===== config.mk =====
export PLATFORM = sky130hd
export DESIGN_NAME = matrix_conv2d
export DESIGN_NICKNAME = d
export VERILOG_FILES = /design/src/rtl/matrix_conv2d.sv
export SDC_FILE = /design/constraint.sdc
export NUM_CORES = 2
export LEC_CHECK = 0
export CORE_MARGIN = 10
export CORE_UTILIZATION = 30
export DETAILED_ROUTE_END_ITERATION = 8
export GPL_TIMING_DRIVEN = 0
export PLACE_DENSITY_LB_ADDON = 0.25
export REMOVE_ABC_BUFFERS = 1
export SYNTH_ARGS = -nofsm -noshare
export SYNTH_HDL_FRONTEND = slang
export SYNTH_SLANG_ARGS = --single-unit

===== constraint.sdc =====
create_clock -name clk -period 14.83 [get_ports clk]
set_input_delay 2.966 -clock clk [delete_from_list [all_inputs] [get_ports clk]]
set_output_delay 2.966 -clock clk [all_outputs]
set_load 0.1 [all_outputs]

===== src/rtl/matrix_conv2d.sv =====
// ---------------------------------------------------------------------------
// matrix_conv2d
//   Valid-mode 2-D cross-correlation of a signed Q7.8 feature map with a KxK
//   kernel. Input map and kernel are fetched from synchronous RAMs with a
//   1-clock read latency. Each output is written saturated to a dest RAM in
//   row-major order. Every output takes K*K+2 clocks: K*K tap issues, one
//   drain cycle for the last returning tap, and one write cycle.
//
// Ports
//   clk, reset               clock; asynchronous active-high reset
//   start / done             level start (sampled in IDLE); done high in DONE
//   src1_*                   input map base/size, read address, read data
//   src2_*                   kernel base/size, read address, read data
//   bias                     signed Q7.8 offset added to every output
//   dest_*                   output base, write address/data/strobe
// ---------------------------------------------------------------------------
module matrix_conv2d #(
    parameter int FRAC_BITS = 8,
    parameter int ACC_W     = 40
) (
    input  logic        clk,
    input  logic        reset,
    input  logic        start,
    output logic        done,
    input  logic [13:0] src1_start_address,
    input  logic [9:0]  src1_row_size,
    input  logic [9:0]  src1_col_size,
    output logic [13:0] src1_address,
    input  logic [15:0] src1_readdata,
    input  logic [13:0] src2_start_address,
    input  logic [5:0]  src2_row_size,
    input  logic [5:0]  src2_col_size,
    output logic [13:0] src2_address,
    input  logic [15:0] src2_readdata,
    input  logic [15:0] bias,
    input  logic [13:0] dest_start_address,
    output logic [13:0] dest_address,
    output logic [15:0] dest_writedata,
    output logic        dest_write_en
);

    typedef enum logic [2:0] {
        S_IDLE,
        S_ISSUE,
        S_DRAIN,
        S_WRITE,
        S_DONE
    } state_t;

    state_t state_q, state_d;

    // Configuration captured when a run starts; inputs are ignored afterwards.
    logic [13:0] s1_base_q, s1_base_d;
    logic [13:0] s2_base_q, s2_base_d;
    logic [13:0] d_base_q,  d_base_d;
    logic [9:0]  col_q,     col_d;      // input columns C
    logic [5:0]  k_q,       k_d;        // kernel size K
    logic [9:0]  ro_q,      ro_d;       // output rows
    logic [9:0]  co_q,      co_d;       // output cols
    logic [15:0] bias_q,    bias_d;

    // Output position and kernel tap counters.
    logic [9:0]  r_q, r_d;
    logic [9:0]  c_q, c_d;
    logic [5:0]  i_q, i_d;
    logic [5:0]  j_q, j_d;

    logic signed [ACC_W-1:0] acc_q, acc_d;
    // High in the cycle where read data for a tap issued last cycle arrives.
    logic acc_en_q, acc_en_d;

    // Accumulator start value: bias aligned to the product's 2*FRAC_BITS scale.
    function automatic logic signed [ACC_W-1:0] preload(input logic [15:0] b);
        return {{(ACC_W-16-FRAC_BITS){b[15]}}, b, {FRAC_BITS{1'b0}}};
    endfunction

    // ------------------------------------------------------------------
    // Datapath
    // ------------------------------------------------------------------
    logic signed [31:0]      prod;
    logic signed [ACC_W-1:0] prod_ext;
    logic signed [ACC_W-1:0] shifted;

    assign prod     = $signed(src1_readdata) * $signed(src2_readdata);
    assign prod_ext = {{(ACC_W-32){prod[31]}}, prod};
    assign shifted  = acc_q >>> FRAC_BITS;

    // Saturate: the value fits in 16 bits only if all bits from 15 upward agree.
    always_comb begin
        if ((&shifted[ACC_W-1:15]) || !(|shifted[ACC_W-1:15])) begin
            dest_writedata = shifted[15:0];
        end else if (shifted[ACC_W-1]) begin
            dest_writedata = 16'h8000;
        end else begin
            dest_writedata = 16'h7FFF;
        end
    end

    // Address generation. Offsets are computed modulo the 14-bit address space.
    logic [10:0] row_idx;
    logic [10:0] col_idx;
    logic [13:0] row_off;
    logic [13:0] k_off;
    logic [13:0] dest_off;

    assign row_idx  = {1'b0, r_q} + {5'b0, i_q};
    assign col_idx  = {1'b0, c_q} + {5'b0, j_q};
    assign row_off  = 14'(row_idx) * 14'(col_q);
    assign k_off    = 14'(i_q) * 14'(k_q);
    assign dest_off = 14'(r_q) * 14'(co_q);

    assign src1_address  = s1_base_q + row_off + {3'b0, col_idx};
    assign src2_address  = s2_base_q + k_off + {8'b0, j_q};
    assign dest_address  = d_base_q + dest_off + {4'b0, c_q};
    assign dest_write_en = (state_q == S_WRITE);
    assign done          = (state_q == S_DONE);

    // ------------------------------------------------------------------
    // State register
    // ------------------------------------------------------------------
    always_ff @(posedge clk or posedge reset) begin
        if (reset) begin
            state_q   <= S_IDLE;
            s1_base_q <= '0;
            s2_base_q <= '0;
            d_base_q  <= '0;
            col_q     <= '0;
            k_q       <= '0;
            ro_q      <= '0;
            co_q      <= '0;
            bias_q    <= '0;
            r_q       <= '0;
            c_q       <= '0;
            i_q       <= '0;
            j_q       <= '0;
            acc_q     <= '0;
            acc_en_q  <= 1'b0;
        end else begin
            state_q   <= state_d;
            s1_base_q <= s1_base_d;
            s2_base_q <= s2_base_d;
            d_base_q  <= d_base_d;
            col_q     <= col_d;
            k_q       <= k_d;
            ro_q      <= ro_d;
            co_q      <= co_d;
            bias_q    <= bias_d;
            r_q       <= r_d;
            c_q       <= c_d;
            i_q       <= i_d;
            j_q       <= j_d;
            acc_q     <= acc_d;
            acc_en_q  <= acc_en_d;
        end
    end

    // ------------------------------------------------------------------
    // Next-state logic
    // ------------------------------------------------------------------
    logic cfg_bad;
    assign cfg_bad = (src2_row_size == 6'd0)
                  || (src2_col_size != src2_row_size)
                  || ({4'b0, src2_row_size} > src1_row_size)
                  || ({4'b0, src2_row_size} > src1_col_size);

    always_comb begin
        state_d   = state_q;
        s1_base_d = s1_base_q;
        s2_base_d = s2_base_q;
        d_base_d  = d_base_q;
        col_d     = col_q;
        k_d       = k_q;
        ro_d      = ro_q;
        co_d      = co_q;
        bias_d    = bias_q;
        r_d       = r_q;
        c_d       = c_q;
        i_d       = i_q;
        j_d       = j_q;
        acc_en_d  = 1'b0;
        acc_d     = acc_q;

        // Read data always belongs to the tap issued one cycle earlier.
        if (acc_en_q) begin
            acc_d = acc_q + prod_ext;
        end

        case (state_q)
            S_IDLE: begin
                if (start) begin
                    s1_base_d = src1_start_address;
                    s2_base_d = src2_start_address;
                    d_base_d  = dest_start_address;
                    col_d     = src1_col_size;
                    k_d       = src2_row_size;
                    ro_d      = src1_row_size - {4'b0, src2_row_size} + 10'd1;
                    co_d      = src1_col_size - {4'b0, src2_row_size} + 10'd1;
                    bias_d    = bias;
                    r_d       = '0;
                    c_d       = '0;
                    i_d       = '0;
                    j_d       = '0;
                    if (cfg_bad) begin
                        state_d = S_DONE;
                    end else begin
                        acc_d   = preload(bias);
                        state_d = S_ISSUE;
                    end
                end
            end

            S_ISSUE: begin
                acc_en_d = 1'b1;
                if (j_q == k_q - 6'd1) begin
                    j_d = '0;
                    if (i_q == k_q - 6'd1) begin
                        i_d     = '0;
                        state_d = S_DRAIN;
                    end else begin
                        i_d = i_q + 6'd1;
                    end
                end else begin
                    j_d = j_q + 6'd1;
                end
            end

            S_DRAIN: begin
                state_d = S_WRITE;
            end

            S_WRITE: begin
                if (c_q == co_q - 10'd1) begin
                    c_d = '0;
                    if (r_q == ro_q - 10'd1) begin
                        state_d = S_DONE;
                    end else begin
                        r_d     = r_q + 10'd1;
                        acc_d   = preload(bias_q);
                        state_d = S_ISSUE;
                    end
                end else begin
                    c_d     = c_q + 10'd1;
                    acc_d   = preload(bias_q);
                    state_d = S_ISSUE;
                end
            end

            S_DONE: begin
                if (!start) begin
                    state_d = S_IDLE;
                end
            end

            default: begin
                state_d = S_IDLE;
            end
        endcase
    end

endmodule


Word level (Yosys, flattened, before mapping)

Cells that the tools add are included.

Reductions and logical operators: 17
Order comparisons: 2
Add/subtract/negate cells: 20
Equal/unequal tests: 15
Multiply operators: 4
Multiplexer cells: 29

Operators by type and width:

| kind                                                                  | count |
|---|---|
| 40-bit two-way mux                                                    | 5 |
| 40-bit one-hot mux with 2 select lines                                | 1 |
| 10-bit by 1-bit adder with 10-bit output (second input constant)      | 4 |
| 40-bit by 32-bit adder with 40-bit output                             | 1 |
| 10-bit two-way mux                                                    | 4 |
| 10-bit one-hot mux with 2 select lines                                | 2 |
| 16-bit by 16-bit multiplier with 32-bit output                        | 1 |
| 16-bit two-way mux                                                    | 2 |
| 14-bit adder                                                          | 2 |
| 6-bit two-way mux                                                     | 4 |
| 6-bit one-hot mux with 2 select lines                                 | 2 |
| 10-bit by 6-bit adder with 11-bit output                              | 2 |
| 3-bit two-way mux                                                     | 7 |
| 10-bit equality test                                                  | 2 |
| 6-bit by 10-bit greater-than comparator with 1-bit output             | 2 |
| 10-bit by 1-bit subtractor with 10-bit output (second input constant) | 2 |
| 10-bit by 6-bit subtractor with 10-bit output                         | 2 |
| 17-bit AND reduction                                                  | 1 |
| 17-bit OR reduction                                                   | 1 |
| 3-bit one-hot mux with 5 select lines                                 | 1 |
| 14-bit by 10-bit adder with 14-bit output                             | 1 |
| 14-bit by 11-bit adder with 14-bit output                             | 1 |
| 14-bit by 12-bit adder with 14-bit output                             | 1 |
| 14-bit by 6-bit adder with 14-bit output                              | 1 |
| 21 further kinds                                                      | 35 |

Input port bits: 125
Register bits after elaboration: 170
Word-level logic and storage cells: 102
Output and inout bits: 60

Longest topological paths before layout

Depth after elaboration: 7
Depth in mapped cells: 26
Gate-level depth less buffers: 26

Least setup slack after synthesis

Ideal clock, no wire load.

Path kind: register to output
Start: register i_q[0]
End: output src1_address[13]
Stages on the path, launching flop included: 26
Arrival: 7.506 ns
Data required time: 11.864 ns
Slack: 4.358 ns
Path buffers: 0
Cell sequence: dfrtp_1 > ha_1 > fa_1 > a21o_1 > a21oi_1 > o21bai_1 > a21oi_1 > nor2_1 > xor2_1 > and2_1 > fa_1 > inv_1 > fa_1 > fa_1 > fa_1 > inv_1 > fa_1 > xor2_1 > xnor2_1 > xnor2_1 > xnor2_1 > xnor2_1 > xnor2_1 > xnor3_1 > xnor2_1 > xnor2_1

Longest elaborated chain between the ends: 4

Ends and longest elaborated chain:

| what                                           | line | source |
|---|---|---|
| start: declaration                             | 65   | `logic [5:0] i_q, i_d;` |
| start signal: assignment                       | 150  | `i_q <= i_d;` |
| 10-bit by 6-bit adder with 11-bit output       | 106  | `assign row_idx = {1'b0, r_q} + {5'b0, i_q};` |
| 11-bit by 10-bit multiplier with 14-bit output | 108  | `assign row_off = 14'(row_idx) * 14'(col_q);` |
| 14-bit adder                                   | 112  | `assign src1_address = s1_base_q + row_off + {3'b0, col_idx};` |
| 14-bit by 11-bit adder with 14-bit output      | 112  |  |
| end: declaration                               | 28   | `output logic [13:0] src1_address,` |

No other way between the ends.

Worst setup path after layout

Start: register r_q[0]
End: output src1_address[13]

Longest elaborated chain between the ends: 4

Ends and longest elaborated chain:

| what                                           | line | source |
|---|---|---|
| start: declaration                             | 63   | `logic [9:0] r_q, r_d;` |
| start signal: assignment                       | 148  | `r_q <= r_d;` |
| 10-bit by 6-bit adder with 11-bit output       | 106  |  |
| 11-bit by 10-bit multiplier with 14-bit output | 108  |  |
| 14-bit adder                                   | 112  |  |
| 14-bit by 11-bit adder with 14-bit output      | 112  |  |

No other way between the ends.

==> impl_results.md <==
- Boundary Pins: 185
- Adder-cell area share of the yosys netlist: a little under half
- Row Count: 115
- Cell count after synthesis: 3277
- CP Data Arrival Time: 8850 ps
- Largest net degree at the start of global routing: 90
- CTS tree: built
- Area of the multi-input gates: 22360 um2
- Vias: 21179
- Worst-path clk slew: approximately 80 ps
- Pins Over Slew Limit: 0
- Most frequent cell after synthesis: inv_1
- Post-Syn Area: 29700 um2
- GR Overflow Total: 0
- Setup-failing EPs final: 0
- NumNets Final: approximately 4300
- Hold Fails Final Rpt: 0
- Layout cell share with drive strength beyond 1: 2.065%
- DRC: 0
- Compound-cell area share of the yosys netlist: 7.550%
- Die area: between 100000 and 150000 um2
- Postcts setup bufs: 0
- CTS max path bufs: 2
- Unrepaired setup endpoints after global routing: false
- Setup ws final: 3011 ps
- Non-filler cells, final: 4677
- Final worst path period need: 11820 ps
- Largest family of logic cells by synthesized area: adder cells
- Seq cells post-synth: 170
- Sequential Area: around 4300 um2
- Number of flops mapped to enable cells by yosys: 0
- Average instance area after synthesis: 9.062 um2
- Synth top area cells: fa_1 35%, dfrtp_1 14%, ha_1 12%
- Core ar.: 98280 um2
- Max FO, Critical Path: 16
- Yosys warning count: 0
- Part of the Yosys area used for sequential elements: 14.32%
- Largest area contributor in the netlist: fa_1
- H-tree levels: 4
- Place WS: 3504 ps
- GP Congestion: between 0.8 and 0.9
- Nature of the critical path endpoint: output port
- I/O Buffers: between 150 and 200
- Post-Synth Simple-Gate Area: 14.71%
- Starting Density: 30.22%
- Antenna Cells: 0
- Post-synth top area share: 34.78%
- Critical path type: flop to output port
- Worst-margin pin slew: 1278 ps
- Root buf cell: clkbuf_16
- Final core occ: 34.08%
- Initial antenna violation count: 3
- Worst hold path class: flop to flop
- Post-Synth XOR/XNOR Area: around 5.4%
- Startpoint Class: flop
- Drt via density: 4.528
- Hold_buf cts: 0
- DRT iter0 DRCs: slightly above 900
- Async set-reset flop share out of synthesis: 100.0%
- Run status: complete, no violations
- Post-Route WL: about 80000 um
- Area growth, synth to finish: 12.77%
- Vias in the first global route: 22595
- Main synth FF type: dfrtp_1
- Die span in y: 334.6 um
- Mux share of post-synthesis cell area: ~1.2%
- First-pass GRT wire length: 131200 um
- Fill cells: 10193
- DRT Pass-1 Iters: 7
- HPWL reported at the end of detailed placement: 65650 um
- Post-CTS Resized: 0
- Die Width: 334.6 um
- Required @ worst endpoint: 11860 ps
- Max_cap viols: 0
- Worst clock skew: 11.73 ps
- CTS sink cnt: 170
- Tot GR Track Use: roughly 15%
- Antenna Nets Post-Route: 0
- Slew HR: between 10% and 20%
- CTS buffer count: 17
- Placed Cells: 4645
- Synth cell types: 65
- Crit share post-route: around 80%
- Synth cell count leaders: 709 x inv_1, 516 x fa_1, 466 x nand2_1, 276 x ha_1, 226 x and2_1
- Achievable Freq: 0.08461 GHz
- Worst-Skew Late Latency: approximately 500 ps
- Drt wl/cell: 17.08 um
-- worst max-delay path, stage by stage (launching register included) --
cell	delay, ps
dfrtp_1	650
ha_1	380
fa_1	410
a21o_1	170
a21oi_1	210
o21bai_1	90
a21oi_1	270
nor2_1	100
xor2_1	490
nand2_1	140
fa_1	560
fa_1	460
fa_1	450
fa_1	520
inv_1	50
fa_1	370
xor2_1	180
xnor2_1	190
xnor2_1	110
xnor2_1	260
xnor2_1	170
xnor2_1	150
xnor3_1	250
xnor2_1	360
xnor2_1	180
clkdlybuf4s50_1	1180
-- worst paths after layout --
path	endpoint	slack, ps	startpoint	depth (start not counted)
setup / recovery	src1_address[13]	3010	r_q[0]	25
hold / removal	bias_q[9]	480	bias_q[9]	2
setup reg to reg	acc_q[38]	8890	acc_q[15]	20
hold reg to reg	bias_q[9]	480	bias_q[9]	2
max in group asynchronous	s2_base_q[13]	10920	reset	3
min in group asynchronous	d_base_q[4]	2950	reset	2
-- layout make-up --
type,instances,area share (%)
timing repair buffer,197,6.071
clock inverter,15,0.3923
inverter,709,7.969
tap,1287,4.809
multi-input combinational,2282,66.78
clock buffer,17,1.270
sequential,170,12.71
-- kinds of logic after synthesis --
kind of cell    Yosys count
buf+inv                 825
flops                   170
xor+xnor                180
simple gates            916
fa+ha+maj               792
mux                      34
compound gates          360
-- per-layer routing --
| layer | vias up | track usage [%] | routed length (um) |
|---|---|---|---|
| met4 | 6 | 3.112 | 1169 |
| met5 | - | 0 | 34 |
| met2 | 342 | 24.51 | 37480 |
| li1 | 10173 | - | - |
| met1 | 10602 | 19.97 | 37560 |
| met3 | 56 | 2.780 | 3656 |
-- per-stage QoR --
stage | instance area, um2 | TNS [ps] | hold slack, ps
after global placement | 32710 | -38780 | 458.1
final | 33490 | 0 | 478.4
after floorplan | 29250 | 0 | 446.1
after detailed placement | 32930 | 0 | 462.6
after global routing | 33490 | 0 | 497.4
after CTS | 33490 | 0 | 481.4
-- registers in the layout (all words and copies together), names as in the netlist --
register,flops
col_q,10
ro_q,10
r_q,10
s2_base_q,14
i_q,6
c_q,10
acc_en_q,1
d_base_q,14
k_q,6
state_q,3
co_q,10
acc_q,40
bias_q,16
s1_base_q,14
j_q,6
-- placed cells by master, fill, tap and decap left out, types with 29 or more instances in the layout --
master and instances:
ha_1 276, nor2_1 79, a21o_1 34, clkdlybuf4s50_1 184, o21ai_0 129, fa_1 516
and2_1 226, dfrtp_1 169, nand2_1 466, xor2_1 57, a21oi_1 73, inv_1 708
nand3_1 29, mux2i_1 33, xnor2_1 122
Power is not shown: default switching activity piles up to over one toggle a cycle in this logic, so the estimate is an artifact.
